## src/rtl/d_ff_pipe_en_pkg.sv

```systemverilog
// Shared helpers for the enable-gated register pipeline: per-edge action
// decode and the occupancy counter width.
package d_ff_pipe_en_pkg;

    typedef enum logic [1:0] {
        ACT_HOLD  = 2'd0,
        ACT_SHIFT = 2'd1,
        ACT_FLUSH = 2'd2,
        ACT_RESET = 2'd3
    } pipe_act_t;

    // Counter must hold 0..depth; never narrower than one bit.
    function automatic int occ_width(input int depth);
        return (depth < 1) ? 1 : $clog2(depth + 1);
    endfunction

    function automatic pipe_act_t decode_act(input logic rst, input logic flush, input logic en);
        pipe_act_t act;
        act = ACT_HOLD;
        if (rst)
            act = ACT_RESET;
        else if (flush)
            act = ACT_FLUSH;
        else if (en)
            act = ACT_SHIFT;
        return act;
    endfunction

endpackage

```

## src/rtl/d_ff_pipe_en_stage.sv

```systemverilog
// One pipeline stage: WIDTH-bit data plus a valid bit.
// Priority: reset > clear-valid (data holds) > enable > hold.
module d_ff_pipe_stage #(
    parameter int               WIDTH   = 8,
    parameter logic [WIDTH-1:0] RST_VAL = '0
) (
    input  logic             clk,
    input  logic             i_rst,
    input  logic             i_clr,
    input  logic             i_en,
    input  logic [WIDTH-1:0] i_d,
    input  logic             i_vld,
    output logic [WIDTH-1:0] o_q,
    output logic             o_vld
);

    logic [WIDTH-1:0] r_data;
    logic             r_vld;

    always_ff @(posedge clk) begin
        if (i_rst) begin
            r_data <= RST_VAL;
            r_vld  <= 1'b0;
        end else if (i_clr) begin
            r_vld  <= 1'b0;
        end else if (i_en) begin
            r_data <= i_d;
            r_vld  <= i_vld;
        end
    end

    assign o_q   = r_data;
    assign o_vld = r_vld;

endmodule

```

## src/rtl/d_ff_pipe_en.sv

```systemverilog
// Enable-gated WIDTH x DEPTH delay line with per-stage valid, flush and a
// registered occupancy count maintained incrementally alongside the stages.
module d_ff_pipe_en
    import d_ff_pipe_en_pkg::*;
#(
    parameter int               WIDTH   = 8,
    parameter int               DEPTH   = 4,
    parameter logic [WIDTH-1:0] RST_VAL = '0
) (
    input  logic                         clk,
    input  logic                         rst,
    input  logic                         en,
    input  logic                         flush,
    input  logic                         in_valid,
    input  logic [WIDTH-1:0]             d,
    output logic [WIDTH-1:0]             q,
    output logic                         out_valid,
    output logic [occ_width(DEPTH)-1:0]  occ
);

    localparam int               OCC_W   = occ_width(DEPTH);
    localparam logic [OCC_W-1:0] OCC_MAX = OCC_W'(DEPTH);

    // Element k is the input of stage k; element DEPTH is the last stage output.
    logic [WIDTH-1:0] w_data [DEPTH+1];
    logic             w_vld  [DEPTH+1];
    pipe_act_t        w_act;
    logic [OCC_W-1:0] r_occ;

    assign w_data[0] = d;
    assign w_vld[0]  = in_valid;

    genvar k;
    generate
        for (k = 0; k < DEPTH; k++) begin : g_stage
            d_ff_pipe_stage #(
                .WIDTH   (WIDTH),
                .RST_VAL (RST_VAL)
            ) u_stage (
                .clk   (clk),
                .i_rst (rst),
                .i_clr (flush),
                .i_en  (en),
                .i_d   (w_data[k]),
                .i_vld (w_vld[k]),
                .o_q   (w_data[k+1]),
                .o_vld (w_vld[k+1])
            );
        end
    endgenerate

    always_comb begin
        w_act = decode_act(rst, flush, en);
    end

    // Modular arithmetic at OCC_W is exact: the true result is always 0..DEPTH.
    always_ff @(posedge clk) begin
        case (w_act)
            ACT_RESET, ACT_FLUSH: r_occ <= '0;
            ACT_SHIFT:            r_occ <= r_occ + OCC_W'(in_valid) - OCC_W'(w_vld[DEPTH]);
            default:              r_occ <= r_occ;
        endcase
    end

    assign q         = w_data[DEPTH];
    assign out_valid = w_vld[DEPTH];
    assign occ       = r_occ;

    a_occ_range: assert property (@(posedge clk) disable iff (rst) r_occ <= OCC_MAX);

endmodule

```

## config.mk

```make
export PLATFORM = sky130hd
export DESIGN_NAME = d_ff_pipe_en
export DESIGN_NICKNAME = d
export VERILOG_FILES = /design/src/rtl/d_ff_pipe_en_pkg.sv /design/src/rtl/d_ff_pipe_en_stage.sv /design/src/rtl/d_ff_pipe_en.sv
export SDC_FILE = /design/constraint.sdc
export NUM_CORES = 1
export LEC_CHECK = 0
export ABC_AREA = 1
export CAP_MARGIN = 20
export CORE_ASPECT_RATIO = 0.5
export CORE_UTILIZATION = 55
export CTS_CLUSTER_SIZE = 10
export DETAILED_ROUTE_END_ITERATION = 12
export PLACE_DENSITY = 0.84
export SYNTH_ARGS = -nofsm -noshare
export SYNTH_HDL_FRONTEND = slang
export SYNTH_SLANG_ARGS = --single-unit
export TNS_END_PERCENT = 10
```

## constraint.sdc

```tcl
create_clock -name clk -period 5.06 [get_ports clk]
set_clock_uncertainty 0.1 [all_clocks]
set_input_delay 0.506 -clock clk [delete_from_list [all_inputs] [get_ports clk]]
set_output_delay 0.506 -clock clk [all_outputs]
set_load 0.02 [all_outputs]
```

==> impl_metrics.yaml <==
outcome:
  outcome: "completed"
cells_and_area:
  drive_gt1_share_pct: 7.463
  fin_area_sq_um: 1782
  finalNetCount: 216
  num_antenna_cells: 0
  area_delta_synth_final_pct: 19.36
  final_cells: 236
  final_util_pct: 74.63
critical_path:
  path_max_fanout: 33
  arrival_ns: 2.29
  slowest_stage: "clkdlybuf4s50_1"
  slowest_delay_ns: 0.52
  crit_top_cell: "inv_2"
  critPathLaunchType: "primary input"
  path_cells: "clkdlybuf4s50_1 -> inv_2 -> nor2_4 -> inv_2 -> nand2_1 -> a21oi_1"
  crit_type: "primary input to flip-flop"
  critPathRequiredTime_ns: 5.12
  cp-end-kind: "flip-flop"
clock_network:
  cts_buffers: 5
  cts_hold_buf: 0
  cts_root_buf: "clkbuf_8"
  cts_setup_buffers: 0
  cts_buffer_depth: 2
  worstSkewPairLatency_ns: 0.28
  cts_tree: "built"
  htreeDepth: 2
  cts_resized: 0
  clkTransAtPathRegs_ns: 0.07
  clkSinkCount: 39
yosys:
  synth_edf_count: 3
  syn_avg_cell_area_sq_um: 8.386
  synth_cells: 178
  yosysWarnings: 0
  synth-seq-cells: 39
  yosys.area.top_type: "dfxtp_1"
  syn-num-nets: 194
  async_flop_share_pct: 0
  synth_top_area_share_pct: 48.28
  synth_ff_type: "dfxtp_1"
  yosysMostFrequentCell: "nand2_1"
  yosysSeqAreaShare_pct: 54.32
  synth.area.top_cells: "dfxtp_1 48%, nand2_1 18%, a21oi_1 9.4%"
  synthTopCellsByCount: "70 x nand2_1, 36 x dfxtp_1, 28 x a21oi_1, 10 x inv_1, 6 x buf_6"
  ys_types: 17
  syn-cell-area_sq_um: 1493
place:
  dp_hpwl_um: 1644
  placed_area_sq_um: 1702
  placed_cells: 228
  place_congestion: 0.7189
  io_buffers: 24
sta:
  finalSetupViolCount: 0
  fmax_mhz: 449.3
  slew_violations: 0
  whs_ns: 0.3599
  tns_ns: 0
  tightest_slew_ns: 0.6728
  finalCritPeriodShare_pct: 43.99
  relSlewSlack_pct: 55.04
  min_period_ns: 2.226
  rsz0062_at_grt: "false"
  hold_viol: 0
routing:
  wl_per_cell_um: 10.89
  drtPass1Iterations: 4
  vias_per_cell: 4.958
  vias: 1170
  final_antenna_net_count: 0
  routed_wl_um: 2571
  drc_errors: 0
  drt_iter0_drc: 76
grt:
  grt_max_degree: 34
  grt_remaining_overflow: 0
  grt_pass1_vias: 954
  grt_first_pass_wirelength_um: 4077
  track_usage_pct: 19.95
  antenna_found_initial: 0
floorplanning:
  initial_core_util_pct: 62.53
  die_y_um: 38.84
  die_w_um: 75.68
  dieArea_sq_um: 2939
  io_pins: 25
  fp-row-count: 12
  core_sq_um: 2387
min_path:
  hp-class: "flip-flop to flip-flop"
power:
  pwr-share-comb_pct: 7.5
  ir_drop_mv: 0.1638
  intPower_uw: 428.3
  power.leakage_uw: 0.0006122
  power_switching_uw: 126.9
  power_density_nw_per_um2: 311.6
  sequentialPowerShare_pct: 57.6
  power.share.switching_pct: 22.85
  clock_power_share_pct: 34.9
job:
  drv_cap: 0
cell type report:
type	instances	area [sq um]
fillers	185	605.6
clock buffers	6	72.57
multi-input cells	117	554.3
well taps	35	43.79
inverters	12	45.04
repair buffers	25	247.7
flip-flops and latches	39	810.8
clock inverters	2	7.507
cell usage in the layout (no fill, tap or decap):
master and n:
edfxtp_1 3, nor2_4 1, clkbuf_1 1, o22ai_1 2, clkdlybuf4s50_1 24, nand3_1 3, buf_4 1, a21oi_1 28
nor2_1 2, fa_1 1, clkinv_1 2, nand2_1 70, inv_2 2, clkbuf_8 5, nor2_2 1, o21ai_0 2
ha_1 2, dfxtp_1 36, a21oi_2 5, inv_1 10
flip-flops by register name, summed over array words and instances, names as in the netlist:
name,flops
g_stage.u_stage.o_q,32
g_stage.u_stage.o_vld,4
occ,3
through the flow:
| step | setup slack [ns] | power (uW) |
|---|---|---|
| floorplan | 3.213 | 355.3 |
| global placement | 2.585 | 367.3 |
| detailed placement | 2.555 | 368.4 |
| CTS | 2.854 | 559.9 |
| global route | 2.699 | 580.1 |
| finish | 2.834 | 555.2 |
worst max-delay path, delay by kind of cell:
| family | cells | cell delay (ns) |
|---|---|---|
| buf+inv | 3 | 1.00 |
| compound gates | 1 | 0.07 |
| simple gates | 2 | 0.69 |
final timing paths:
check | depth (start not counted) | to | startpoint | slack [ns]
setup / recovery | 6 | g_stage[0].u_stage.o_q[6]$_SDFFE_PP0P_ | en | 2.83
hold / removal | 2 | g_stage[2].u_stage.o_q[7]$_SDFFE_PP0P_ | g_stage[2].u_stage.o_q[7]$_SDFFE_PP0P_ | 0.36
setup reg to reg | 8 | occ[2]$_SDFFCE_PP0P_ | occ[0]$_SDFFCE_PP0P_ | 3.26
hold reg to reg | 2 | g_stage[2].u_stage.o_q[7]$_SDFFE_PP0P_ | g_stage[2].u_stage.o_q[7]$_SDFFE_PP0P_ | 0.36
layer usage:
layer | track usage [%] | vias up | routed length [um] | share of wire (%)
met5 | 0 | - | 0 | 0
met3 | 8.594 | 0 | 143 | 5.6
met4 | 6.944 | 0 | 0 | 0
met2 | 32.37 | 36 | 1162 | 45
met1 | 23.99 | 524 | 1266 | 49
li1 | - | 610 | - | -
power by group through the flow:
stage,Combinational (uW),Clock (uW),Sequential (uW)
after floorplan,27.0,0,328
after global placement,40.6,0,327
after detailed placement,41.6,0,327
after CTS,41.7,198,320
after global routing,46.1,213,320
final,41.6,194,320
logic make-up (layout without fill, tap and decap cells):
family | Yosys count | count (layout) | synth area share, %
AO/OA/AOI/OAI | 37 | 37 | 13.83
adder cells (fa/ha/maj) | 3 | 3 | 3.017
buffers and inverters | 22 | 45 | 8.550
flip-flops | 39 | 39 | 54.32
AND/OR/NAND/NOR | 77 | 77 | 20.28
(Power assumes the default switching activity.)
